File: src/rtl/pipeline_ctrl.sv
// pipeline_ctrl: sequencing controller for the 3-stage RV32I core.
// Owns the s2/s3 instruction registers, injects NOP bubbles on reset fill and
// taken control flow, freezes the pipe while data memory is busy, and drives
// the operand-forwarding and regfile write-through selects.
module pipeline_ctrl #(
  parameter int unsigned FILL_CYCLES = 1,
  parameter logic [31:0] NOP         = 32'h0000_0013
) (
  input  logic        clk,
  input  logic        rst,
  input  logic [31:0] instruction_s1,
  input  logic        redirect_s2,
  input  logic        dmem_ready,
  output logic [31:0] instruction_s2,
  output logic [31:0] instruction_s3,
  output logic        pc_stall,
  output logic        pc_redirect,
  output logic [1:0]  rs1_sel,
  output logic [1:0]  rs2_sel,
  output logic        rf_bypass1,
  output logic        rf_bypass2,
  output logic        s3_wen,
  output logic [31:0] bubble_cnt
);

  localparam logic [6:0] OP_LUI    = 7'b0110111;
  localparam logic [6:0] OP_AUIPC  = 7'b0010111;
  localparam logic [6:0] OP_JAL    = 7'b1101111;
  localparam logic [6:0] OP_JALR   = 7'b1100111;
  localparam logic [6:0] OP_BRANCH = 7'b1100011;
  localparam logic [6:0] OP_LOAD   = 7'b0000011;
  localparam logic [6:0] OP_STORE  = 7'b0100011;
  localparam logic [6:0] OP_ITYPE  = 7'b0010011;
  localparam logic [6:0] OP_RTYPE  = 7'b0110011;
  localparam logic [6:0] OP_CSR    = 7'b1110011;

  localparam logic [1:0] SEL_RF = 2'b10;  // regfile / s2 pipeline register
  localparam logic [1:0] SEL_WB = 2'b01;  // s3 writeback data

  localparam logic [7:0] FILL_LOAD = 8'(FILL_CYCLES - 1);

  typedef enum logic [1:0] {ST_FILL, ST_RUN, ST_MEM_WAIT} state_t;

  // ---------------------------------------------------------------------------
  // Decode helpers
  // ---------------------------------------------------------------------------
  function automatic logic writes_rd(input logic [31:0] i);
    logic hit;
    case (i[6:0])
      OP_LUI, OP_AUIPC, OP_JAL, OP_JALR, OP_LOAD,
      OP_RTYPE, OP_ITYPE, OP_CSR: hit = 1'b1;
      default:                    hit = 1'b0;
    endcase
    return hit && (i[11:7] != 5'd0);
  endfunction

  function automatic logic uses_rs1(input logic [31:0] i);
    logic hit;
    case (i[6:0])
      OP_JALR, OP_BRANCH, OP_LOAD, OP_STORE,
      OP_RTYPE, OP_ITYPE: hit = 1'b1;
      OP_CSR:             hit = (i[14:12] == 3'b001);  // csrrw only; csrrwi carries a uimm
      default:            hit = 1'b0;
    endcase
    return hit;
  endfunction

  function automatic logic uses_rs2(input logic [31:0] i);
    return (i[6:0] == OP_BRANCH) || (i[6:0] == OP_STORE) || (i[6:0] == OP_RTYPE);
  endfunction

  function automatic logic is_mem(input logic [31:0] i);
    return (i[6:0] == OP_LOAD) || (i[6:0] == OP_STORE);
  endfunction

  // ---------------------------------------------------------------------------
  // State
  // ---------------------------------------------------------------------------
  state_t      r_state;
  logic [7:0]  r_fill_cnt;
  logic [31:0] r_s2;
  logic [31:0] r_s3;
  logic [31:0] r_bubble_cnt;

  state_t      w_state_nxt;
  logic [7:0]  w_fill_cnt_nxt;
  logic [31:0] w_s2_nxt;
  logic [31:0] w_s3_nxt;
  logic        w_mem_hold;
  logic        w_stall;

  // Funct7 and rd of the s1 slot are not needed for any s1-side decision.
  logic w_unused_s1_bits;
  assign w_unused_s1_bits = &{1'b0, instruction_s1[31:25], instruction_s1[11:7]};

  assign w_mem_hold = is_mem(r_s3) && !dmem_ready;
  assign w_stall    = (r_state == ST_FILL) || w_mem_hold;

  // Next-state and next-instruction selection.
  always_comb begin
    // NOTE: every variable gets a default before the case so no path leaves
    // one unassigned, which would otherwise infer a latch.
    w_state_nxt    = r_state;
    w_fill_cnt_nxt = r_fill_cnt;
    w_s2_nxt       = r_s2;
    w_s3_nxt       = r_s3;
    case (r_state)
      ST_FILL: begin
        w_s3_nxt = r_s2;
        w_s2_nxt = NOP;
        if (r_fill_cnt == 8'd0) w_state_nxt    = ST_RUN;
        else                    w_fill_cnt_nxt = r_fill_cnt - 8'd1;
      end
      ST_RUN: begin
        if (w_mem_hold) begin
          w_state_nxt = ST_MEM_WAIT;
        end else begin
          w_s3_nxt = r_s2;
          w_s2_nxt = redirect_s2 ? NOP : instruction_s1;
        end
      end
      ST_MEM_WAIT: begin
        // The release cycle behaves exactly like a RUN cycle.
        if (dmem_ready) begin
          w_state_nxt = ST_RUN;
          w_s3_nxt    = r_s2;
          w_s2_nxt    = redirect_s2 ? NOP : instruction_s1;
        end
      end
      default: w_state_nxt = ST_FILL;
    endcase
  end

  // State, instruction registers and bubble counter with synchronous reset.
  always_ff @(posedge clk) begin
    // NOTE: non-blocking assignments so every register samples pre-edge values.
    if (rst) begin
      r_state      <= ST_FILL;
      r_fill_cnt   <= FILL_LOAD;
      r_s2         <= NOP;
      r_s3         <= NOP;
      r_bubble_cnt <= 32'd0;
    end else begin
      r_state      <= w_state_nxt;
      r_fill_cnt   <= w_fill_cnt_nxt;
      r_s2         <= w_s2_nxt;
      r_s3         <= w_s3_nxt;
      r_bubble_cnt <= r_bubble_cnt + {31'd0, w_stall || redirect_s2};
    end
  end

  // ---------------------------------------------------------------------------
  // Outputs
  // ---------------------------------------------------------------------------
  assign instruction_s2 = r_s2;
  assign instruction_s3 = r_s3;
  assign bubble_cnt     = r_bubble_cnt;

  assign pc_stall    = w_stall;
  assign pc_redirect = redirect_s2 && !w_stall && !rst;

  // A stalled load writes only on its ready cycle; a reset kills it outright.
  assign s3_wen = writes_rd(r_s3) && !w_mem_hold && !rst;

  assign rs1_sel = (writes_rd(r_s3) && uses_rs1(r_s2) && (r_s2[19:15] == r_s3[11:7]))
                   ? SEL_WB : SEL_RF;
  assign rs2_sel = (writes_rd(r_s3) && uses_rs2(r_s2) && (r_s2[24:20] == r_s3[11:7]))
                   ? SEL_WB : SEL_RF;

  assign rf_bypass1 = writes_rd(r_s3) && uses_rs1(instruction_s1)
                      && (instruction_s1[19:15] == r_s3[11:7]);
  assign rf_bypass2 = writes_rd(r_s3) && uses_rs2(instruction_s1)
                      && (instruction_s1[24:20] == r_s3[11:7]);

endmodule

File: config.mk
export PLATFORM = sky130hd
export DESIGN_NAME = pipeline_ctrl
export DESIGN_NICKNAME = d
export VERILOG_FILES = /design/src/rtl/pipeline_ctrl.sv
export SDC_FILE = /design/constraint.sdc
export NUM_CORES = 1
export LEC_CHECK = 0
export CAP_MARGIN = 20
export CORE_MARGIN = 5
export CORE_UTILIZATION = 36
export DETAILED_ROUTE_END_ITERATION = 8
export HOLD_SLACK_MARGIN = 0.08
export PLACE_DENSITY = 0.6
export SLEW_MARGIN = 15
export SYNTH_ARGS = -nofsm -noshare
export SYNTH_HDL_FRONTEND = slang
export SYNTH_SLANG_ARGS = --single-unit
File: constraint.sdc
create_clock -name clk -period 3.5 [get_ports clk]
set_clock_uncertainty 0.2 [all_clocks]
set_input_delay 0.7 -clock clk [delete_from_list [all_inputs] [get_ports clk]]
set_output_delay 0.7 -clock clk [all_outputs]
set_load 0.1 [all_outputs]
==> flow_summary.toml, run 1 <==
[status]
status = "completed"

[global_route]
grt_max_degree = 53
grt_overflow = 0
grt_pass1_vias = 4812
grt_pass1_wl_um = 25320
grtUsageTotal = 0.1892
antenna_found_initial = 0

[final_layout]
fillCellCount = 1342
fin_area_mm2 = 0.006955
antenna_cells = 0
post-route-util = 0.4991
drive_above_1_share = 0.2428
final_cells = 905
syn2layout_area_growth_pct = 35.52
nNetsFinal = 764

[cts]
insertion_delay_ps = 360
post_cts_resized = 0
cts_tree = "built"
cts_sinks = 106
postCtsSetupBuffers = 0
htreeDepth = 3
clock-root-buffer = "clkbuf_16"
cts.clk_slew.worst_paths_ps = 70
cts_buffers = 9
clockBufferDepth = 2
cts-hold-fix-buffers = 0

[placed_design]
gp_congestion = 0.8039
dpl.hpwl_um = 11250
dp.cells = 889
post-place-ws_ps = 71.82
numPortBuffers = 140
post_dp_cell_area_mm2 = 0.006651

[synthesis]
synth.most_common_cell = "dfxtp_1"
async_flop_share = 0
ys_ff_latch = 106
synth.avg_cell_area_um2 = 8.483
synthCells = 605
synth_fp_nets = 649
synth_cell_types = 51
yosysWarnings = 0
synthTopCellsByArea = "dfxtp_1 (41%), nand4b_1 (5.5%), a21oi_1 (4.8%)"
seq_area_frac_synth = 0.4135
synth_flop_cell = "dfxtp_1"
yosysTopAreaCellShare = 0.4135
synth_edf_count = 0
synth.cell_area_mm2 = 0.005132
ys_top_cells_by_count = "dfxtp_1 (106), a21oi_1 (49), nand2_1 (47)"
post-synth-top-area-cell = "dfxtp_1"

[setup_path]
cp_max_fo = 33
criticalPathCategory = "in -> out"
cp-end-kind = "primary output"
critPathLaunchType = "primary input"
r2r_slack_ps = 400
cp.required_ps = 2600
ff2ff_path_depth = 9
rr_endpoint = "bubble_cnt[30]"
rr_startpoint = "instruction_s3[2]"
arrival_ps = 2420

[floorplanning]
die_width_um = 129.4
start_util = 0.3683
rows = 43
die_area_mm2 = 0.01674
ios = 141
core_mm2 = 0.01393
die_h_um = 129.4

[hold_path]
holdPathEnd = "instruction_s3[16]"
hold_path_class = "reg -> reg"
holdPathStages = 2
hp-start = "instruction_s3[16]"

[timing]
min_period_ps = 3322
slew_violations = 0
rsz0062_at_grt = "no"
layout_setup_ws_ps = 177.6
fmax_mhz = 301.0
worstMarginPinSlew_ps = 778.9
hold_violations = 0
fin_crit_sh = 0.9493
setup_viol = 0
slew_headroom = 0.4807

[detailed_routing]
drt_first_iter_violations = 305
drtAntennaViolNets = 0
num_vias = 4989
wl_per_cell_um = 17.67
drt-pass1-iter-count = 4
vias_per_cell = 5.513
wl_um = 15990
drc = 0

[power]
power_density_mw_per_mm2 = 484.4
leakage_uw = 0.002607
peakVddDrop_v = 0.0002422

[flow_run]
drv_cap = 0
-- cells by family (layout without fill, tap and decap cells) --
group | after synthesis | count (layout) | share of synthesized area
XOR/XNOR | 37 | 37 | 0.06314
AND/OR/NAND/NOR | 237 | 237 | 0.2660
flip-flops | 106 | 106 | 0.4135
buffers and inverters | 64 | 184 | 0.04949
AO/OA/AOI/OAI | 146 | 146 | 0.1738
adder cells (fa/ha/maj) | 8 | 8 | 0.01950
multiplexers | 7 | 7 | 0.01463
-- metal layers --
metal  track usage  vias to the layer above  part of all wire
met2        0.2857                      167              0.43
met3       0.06719                       14             0.095
met4       0.04571                        0            0.0090
met5             0                        -                 0
li1              -                     2442                 -
met1        0.2594                     2366              0.46
-- worst max-delay path, stage by stage --
cell and delay (ps):
clkdlybuf4s50_1 510, buf_4 380, or3_1 230, nand2b_2 130, nor3b_4 260, buf_12 200
-- sequential cells by signal, summed over array words and instances, names as in the netlist --
signal,flops
bubble_cnt,32
instruction_s2,32
instruction_s3,32
r_fill_cnt,8
r_state,2
-- area by class of cell --
class | count | area [um^2] | area share
multi-input combinational | 435 | 2858 | 0.4109
tap | 180 | 225.2 | 0.03238
timing repair buffer | 156 | 1381 | 0.1986
sequential | 106 | 2142 | 0.3080
clock buffer | 10 | 239.0 | 0.03436
clock inverter | 6 | 65.06 | 0.009354
inverter | 12 | 45.04 | 0.006476
-- placed cells by master, fill, tap and decap left out, types with 4 or more instances in the layout --
master,Yosys,layout
o21ai_0,37,36
dfxtp_2,0,10
xor2_1,26,26
nor2_1,34,34
nand2_1,47,46
clkbuf_16,0,9
buf_4,0,112
nor3_1,13,11
a211oi_1,6,6
mux2_2,4,4
ha_1,8,8
o31ai_1,9,9
o211ai_1,31,31
buf_12,0,10
a21oi_1,49,49
nor4_1,10,7
nand4b_1,32,32
inv_1,12,12
or4_1,11,11
nand3_1,39,39
or3_1,11,11
nand4_1,7,7
clkdlybuf4s50_1,0,34
dfxtp_1,106,94
and3_1,4,4
nor2b_1,5,5
xnor2_1,11,11
-- per-stage QoR --
step | power [uW] | hold slack, ps | TNS, ps
2_1_floorplan | 2084 | 283.1 | -135.2
3_3_place_gp | 2329 | 258.3 | 0
3_5_place_dp | 2348 | 258.5 | 0
4_1_cts | 3413 | 269.2 | 0
5_1_grt | 3538 | 293.3 | 0
6_report | 3369 | 267.3 | 0
-- how the worst max path moves through the flow --
| stage | start | endpoint | depth (start not counted) |
|---|---|---|---|
| 2_1_floorplan | instruction_s2[20] | rs2_sel[0] | 4 |
| 3_3_place_gp | dmem_ready | bubble_cnt[24] | 9 |
| 3_5_place_dp | dmem_ready | bubble_cnt[30] | 9 |
| 4_1_cts | dmem_ready | pc_redirect | 6 |
| 5_1_grt | dmem_ready | pc_redirect | 6 |
| 6_report | dmem_ready | pc_redirect | 6 |
-- where the power goes --
part	total [uW]	internal, uW	switching (uW)
clock	1050	576	476
sequential	1370	1280	87.0
combinational	948	315	633
total	3370	2170	1200
(Power assumes the default switching activity.)
==> run 2, diff against run 1 <==
--- a/config.mk
+++ b/config.mk
@@ -9,6 +9,7 @@
 export CORE_MARGIN = 5
 export CORE_UTILIZATION = 36
 export DETAILED_ROUTE_END_ITERATION = 8
+export GPL_ROUTABILITY_DRIVEN = 1
 export HOLD_SLACK_MARGIN = 0.08
 export PLACE_DENSITY = 0.6
 export SLEW_MARGIN = 15
==> results of run 2 <==
Same layout as run 1: the final DEF is identical, and so are final timing and power.
